**src/rtl/exe_pkg.sv**
```systemverilog
// Shared definitions for the exe_0x input-conditioning / logic blocks.
//   EXE_N_IN             - number of conditioned input channels
//   EXE_DEBOUNCE_DEFAULT - default debounce threshold in clock cycles
//   exe_in_vec_t         - one bit per channel (raw, clean and pulse vectors)
package exe_pkg;

    localparam int EXE_N_IN             = 3;
    localparam int EXE_DEBOUNCE_DEFAULT = 4;

    typedef logic [EXE_N_IN-1:0] exe_in_vec_t;

endpackage

```
**src/rtl/exe_debounce_channel.sv**
```systemverilog
// One input channel: synchroniser chain, debounce counter, clean level and
// registered edge pulses.
//   i_clk   - system clock, rising edge
//   i_rst   - synchronous active-high reset
//   i_raw   - asynchronous raw level
//   o_clean - debounced level
//   o_rise  - 1-cycle pulse on clean 0->1
//   o_fall  - 1-cycle pulse on clean 1->0
//   o_idle  - no pending change (counter at 0 and synchronised level == clean)
module exe_debounce_channel #(
    parameter int SYNC_STAGES     = 2,
    parameter int DEBOUNCE_CYCLES = 4
) (
    input  logic i_clk,
    input  logic i_rst,
    input  logic i_raw,
    output logic o_clean,
    output logic o_rise,
    output logic o_fall,
    output logic o_idle
);

    localparam int             CW      = $clog2(DEBOUNCE_CYCLES);
    localparam logic [CW-1:0]  CNT_MAX = CW'(DEBOUNCE_CYCLES - 1);

    logic [SYNC_STAGES-1:0] r_sync;
    logic [CW-1:0]          r_cnt;
    logic                   r_clean;
    logic                   r_rise;
    logic                   r_fall;
    logic                   w_sync_q;

    assign w_sync_q = r_sync[SYNC_STAGES-1];

    always_ff @(posedge i_clk) begin
        if (i_rst) begin
            r_sync  <= '0;
            r_cnt   <= '0;
            r_clean <= 1'b0;
            r_rise  <= 1'b0;
            r_fall  <= 1'b0;
        end else begin
            // plain FF chain, bit 0 samples the asynchronous input
            r_sync <= {r_sync[SYNC_STAGES-2:0], i_raw};
            r_rise <= 1'b0;
            r_fall <= 1'b0;
            if (w_sync_q == r_clean) begin
                // agreement (or glitch ended): restart the count from zero
                r_cnt <= '0;
            end else if (r_cnt == CNT_MAX) begin
                // threshold reached: accept level, pulse lands with it
                r_clean <= w_sync_q;
                r_cnt   <= '0;
                r_rise  <= w_sync_q;
                r_fall  <= ~w_sync_q;
            end else begin
                r_cnt <= r_cnt + 1'b1;
            end
        end
    end

    assign o_clean = r_clean;
    assign o_rise  = r_rise;
    assign o_fall  = r_fall;
    assign o_idle  = (r_cnt == '0) && (w_sync_q == r_clean);

endmodule

```
**src/rtl/exe_05_input_conditioner.sv**
```systemverilog
// Synchronises and debounces N_IN raw switch/button inputs ahead of the
// exe_04 logic block; o_clean_out[i] drives downstream in(i+1).
//   i_clk        - system clock, rising edge
//   i_rst        - synchronous active-high reset
//   i_raw_in     - asynchronous raw inputs
//   o_clean_out  - debounced levels
//   o_rise_pulse - 1-cycle pulse per channel on clean 0->1
//   o_fall_pulse - 1-cycle pulse per channel on clean 1->0
//   o_stable     - high when no channel has a pending change
module exe_05_input_conditioner
    import exe_pkg::*;
#(
    parameter int N_IN            = EXE_N_IN,
    parameter int SYNC_STAGES     = 2,
    parameter int DEBOUNCE_CYCLES = EXE_DEBOUNCE_DEFAULT
) (
    input  logic            i_clk,
    input  logic            i_rst,
    input  logic [N_IN-1:0] i_raw_in,
    output logic [N_IN-1:0] o_clean_out,
    output logic [N_IN-1:0] o_rise_pulse,
    output logic [N_IN-1:0] o_fall_pulse,
    output logic            o_stable
);

    logic [N_IN-1:0] w_idle;

    for (genvar g = 0; g < N_IN; g++) begin : g_ch
        exe_debounce_channel #(
            .SYNC_STAGES     (SYNC_STAGES),
            .DEBOUNCE_CYCLES (DEBOUNCE_CYCLES)
        ) u_ch (
            .i_clk   (i_clk),
            .i_rst   (i_rst),
            .i_raw   (i_raw_in[g]),
            .o_clean (o_clean_out[g]),
            .o_rise  (o_rise_pulse[g]),
            .o_fall  (o_fall_pulse[g]),
            .o_idle  (w_idle[g])
        );
    end

    // purely from registered state, so no raw_in-to-output path
    assign o_stable = &w_idle;

endmodule

```
**config.mk**
```make
export PLATFORM = sky130hd
export DESIGN_NAME = exe_05_input_conditioner
export DESIGN_NICKNAME = d
export VERILOG_FILES = /design/src/rtl/exe_pkg.sv /design/src/rtl/exe_debounce_channel.sv /design/src/rtl/exe_05_input_conditioner.sv
export SDC_FILE = /design/constraint.sdc
export NUM_CORES = 1
export LEC_CHECK = 0
export BUFFER_PORTS_ARGS = -buffer_cell sky130_fd_sc_hd__buf_2
export CAP_MARGIN = 5
export CORE_MARGIN = 5
export CORE_UTILIZATION = 31
export DETAILED_ROUTE_END_ITERATION = 6
export GPL_ROUTABILITY_DRIVEN = 0
export PLACE_DENSITY_LB_ADDON = 0.12
export SYNTH_ARGS = -nofsm -noshare
export SYNTH_HDL_FRONTEND = slang
export SYNTH_SLANG_ARGS = --single-unit
```
**constraint.sdc**
```tcl
create_clock -name i_clk -period 1.45 [get_ports i_clk]
set_input_delay 0.435 -clock i_clk [delete_from_list [all_inputs] [get_ports i_clk]]
set_output_delay 0.435 -clock i_clk [all_outputs]
set_load 0.005 [all_outputs]
```
Word-level counts from Yosys, hierarchy flattened
Cells that the tools add are included.
Storage, ports and cells
  register bits after elaboration: 21
  input bits: 5
  output and inout port bits: 10
  logic and storage cells: 49
Cells by class
  add/sub/neg operators: 3
  equality and inequality tests: 6
  bitwise gates (word level): 9
  reductions and logical operators: 16
Operators with widths (number)
  OR reduction 3 bit: 6
  inverter 1 bit: 9
  adder 2 x 1 -> 2 bit (second input constant): 3
  equality test 2 bit (second input constant): 3
  logical NOT 2 bit: 3
  AND reduction 2 bit: 3
  equality test 1 bit: 3
  logical AND 1 bit: 3
  AND reduction 3 bit: 1

Longest topological paths before layout
  depth in word-level cells: 3
  mapped depth: 4
  depth with buffers taken out: 4

By module
From an unflattened synthesis, not the netlist that was laid out.
Second synthesis, totals
  cell total of the unflattened synthesis: 64
  area, all modules: 790.8 µm²
Modules (own cells, without submodules)
  exe_debounce_channel: instances 3, cells an instance 21, area each 261.5 µm², seq. area each 140.1 µm²
  exe_05_input_conditioner: instances 1, cells an instance 1, area each 6.3 µm², seq. area each 0.0 µm²

Least setup slack after synthesis
No wires, ideal clock.
  path type: register to output
  from: register g_ch[0].u_ch.r_cnt[0]
  to: output o_stable
  data arrival time: 894 ps
  required time: 1015 ps
  setup slack: 121 ps
  stages on the path, launching flop included: 5
  cells stage by stage: dfxtp_1 -> inv_1 -> ha_1 -> and3_1 -> and4_1
On the way
  cells in the longest elaborated chain, start to end: 3
RTL lines
  from (decl): line exe_debounce_channel.sv:27  | logic [CW-1:0] r_cnt;
  from (signal assigned): line exe_debounce_channel.sv:57  | r_cnt <= r_cnt + 1'b1;
  logical NOT 2 bit: line exe_debounce_channel.sv:65  | assign o_idle = (r_cnt == '0) && (w_sync_q == r_clean);
  logical AND 1 bit: line exe_debounce_channel.sv:65
  AND reduction 3 bit: line exe_05_input_conditioner.sv:44  | assign o_stable = &w_idle;
  to (decl): line exe_05_input_conditioner.sv:23  | output logic o_stable
Every way passes these cells.

Worst setup path in the final report
Ends and elaborated chain as after synthesis.

==> results.yml <==
placed_design:
  placed_area_sq_um: 921
  place_ws_ns: 0.00502
  hpwlAfterDp_um: 847
  numPortBuffers: 14
power:
  swShare_pct: 21.9
  clockPowerShare_pct: 30.0
  switchingPower_uw: 201
  powerDensity_nw_per_um2: 903
  power_leakage_nw: 0.417
  seqPwrFrac_pct: 64.5
  intPower_uw: 719
  vdd_drop_max_uv: 457
  combPwrFrac_pct: 5.5
critical_path:
  worst-path-buf-inv: 2
  r2r_setup_slack_ns: 0.34
  critPathMaxStageDelay_ns: 0.35
  crit_fanout: 2
  crit_slowest_cell: "dfxtp_2"
  crit_path_start_kind: "flop"
  crit_required_ns: 1.02
  cp_top_family: "flip-flops"
  path_class: "flop to output pin"
  cp_data_arrival_time_ns: 1.30
  r2r_start: "g_ch[2].u_ch.r_cnt[0]"
  end_kind: "output pin"
  crit_start: "g_ch[0].u_ch.r_cnt[0]"
  worstPathCellList: "inv_2 > ha_2 > and3_4 > and4_1 > buf_2"
synth:
  synth_warnings: 0
  syn_area_sq_um: 845
  yosys.area.top_type: "dfxtp_1"
  synthCells: 73
  seq_area_frac_synth_pct: 49.8
  synth.distinct_cells: 15
  ys_ff_latch: 21
  synth_area_leaders: "dfxtp_1 50%, ha_1 8.9%, buf_4 8.0%, nor4b_2 5.3%, nor4bb_1 4.7%"
  syn-num-nets: 84
  synth_top_area_share_pct: 49.8
  syn_area_per_cell_sq_um: 11.6
timing:
  relSlewSlack_pct: 74.3
  clock.fmax_mhz: 576
  finalClockSkew_ns: 0.0129
  period_minus_slack_ns: 1.74
  fin_setup_tns_ns: -0.287
  rsz0062_at_grt: "true"
  fin_crit_sh_pct: 120
  timing.final.ws_setup_ns: -0.287
  hold_viol: 0
  worst_pin_slew_ns: 0.385
  final_max_slew_viol_count: 0
  finalSetupViolations: 1
cells_and_area:
  nFillCells: 272
  nNetsFinal: 101
  utilization_pct: 37.9
  final_area_sq_um: 1020
  final_cell_mix: "15 x dfxtp_1, 14 x buf_2, 9 x buf_4, 6 x nor2b_1, 6 x dfxtp_2"
  drive_gt1_share_pct: 53.9
  antennaDiodeCount: 0
  syn2layout_area_growth_pct: 20.6
  layout_commonest_cell: "dfxtp_1"
global_route:
  overflow: 0
  grt_pass1_vias: 526
  use_met1_pct: 7.27
  grt.busiest_layer: "met2"
  grt_use_met2_pct: 11.8
  grt_pass1_wl_um: 2170
  grt_max_degree: 22
  use_met3_pct: 2.16
  antenna_found_initial: 0
  grt_usage_pct: 6.99
floorplan:
  start_util_pct: 31.4
  die_w_um: 62.2
  coreArea_sq_um: 2690
  die_y_um: 62.2
  pin_count: 15
  placementRows: 19
  die_area_sq_um: 3870
detailed_routing:
  via_per_inst: 4.26
  drcViolationCount: 0
  post_drt_wl_per_cell_um: 10.2
  wirelength_um: 1220
  drtIter0Drc: 8
  postRouteAntennaNets: 0
  vias: 511
  drt_first_pass_iters: 2
hold_path:
  worstHoldStart: "i_raw_in[1]"
  worst_hold_path_type: "primary input to flop"
clock_tree:
  root_buffer: "clkbuf_4"
  cts_tree: "built"
  clock_path_buffers: 2
  cts.htree.levels: 1
  clock_latency_ns: 0.30
  cts_hold_buf: 0
  cts.reportedPaths.clkPinSlew_ns: 0.12
  clkSinkCount: 21
  cts_buffers: 3
job:
  drv_cap: 0
status:
  status: "finished, violations left"
  violations: "setup timing"
final cells by class:
type                    instances  area, sq um  share of cell area [%]
multi-input cells              35          364                    35.7
clock buffers                   3         22.5                    2.21
flip-flops and latches         21          428                    42.0
inverters                       6         22.5                    2.21
clock inverters                 1         5.00                   0.491
well taps                      31         38.8                    3.81
repair buffers                 23          138                    13.5
worst paths after layout:
kind                       endpoint  depth (start not counted)
max                        o_stable                          5
min          g_ch[1].u_ch.r_sync[0]                          2
max reg2reg     g_ch[2].u_ch.o_fall                          3
min reg2reg  g_ch[0].u_ch.r_sync[1]                          1
through the flow:
step / hold WS (ns) / cells / power [mW]
finish: 0.330 / 120 / 0.920
global route: 0.339 / 120 / 0.982
CTS: 0.316 / 118 / 0.941
detailed placement: 0.423 / 113 / 0.652
global placement: 0.418 / 113 / 0.651
floorplan: 0.414 / 73 / 0.632
registers in the layout, indices dropped and copies added (netlist names):
name and cells:
g_ch.u_ch.r_cnt 6, g_ch.u_ch.r_sync 6, g_ch.u_ch.o_clean 3, g_ch.u_ch.o_fall 3, g_ch.u_ch.o_rise 3
Yosys cell counts:
library cell,instances
dfxtp_1,21
buf_4,9
ha_1,6
inv_1,6
nor2b_1,6
nor4bb_1,4
mux2i_1,3
nor2_1,3
nor4_1,3
nor4b_2,3
xnor2_1,3
and4bb_2,2
buf_2,2
and3_1,1
and4_1,1
power by group through the flow:
stage	registers, mW	clock network (mW)	logic [mW]
after CTS	0.593	0.301	0.0470
after global placement	0.605	0	0.0456
after detailed placement	0.606	0	0.0465
final	0.593	0.276	0.0507
after floorplan	0.605	0	0.0275
after global routing	0.596	0.329	0.0580
worst reg2reg max path, stage by stage, from the launching register on:
cell and delay [ns]:
dfxtp_2 0.35, buf_4 0.10, ha_1 0.25, nor4bb_1 0.31
routing by layer:
| layer | wire length [um] | part of all wire, % |
|---|---|---|
| met1 | 512 | 42 |
| met2 | 641 | 52 |
| met3 | 44 | 3.6 |
| met4 | 23 | 1.9 |
| met5 | 0 | 0 |
logic make-up (layout without fill, tap and decap cells):
group | after synthesis | in the layout | share of synthesized area [%]
buffers and inverters | 17 | 33 | 11.9
and+or+nand+nor | 23 | 23 | 22.8
adders and majority gates | 6 | 6 | 8.89
DFF | 21 | 21 | 49.8
xor gates and xnor gates | 3 | 3 | 3.11
muxes | 3 | 3 | 3.56
what timing repair did:
action,in CTS,in global routing
gates resized for setup,10,8
setup endpoints to repair,1,1
pin swaps,2,3
setup buffers,1,2
Power figures use the tool's default switching activity.
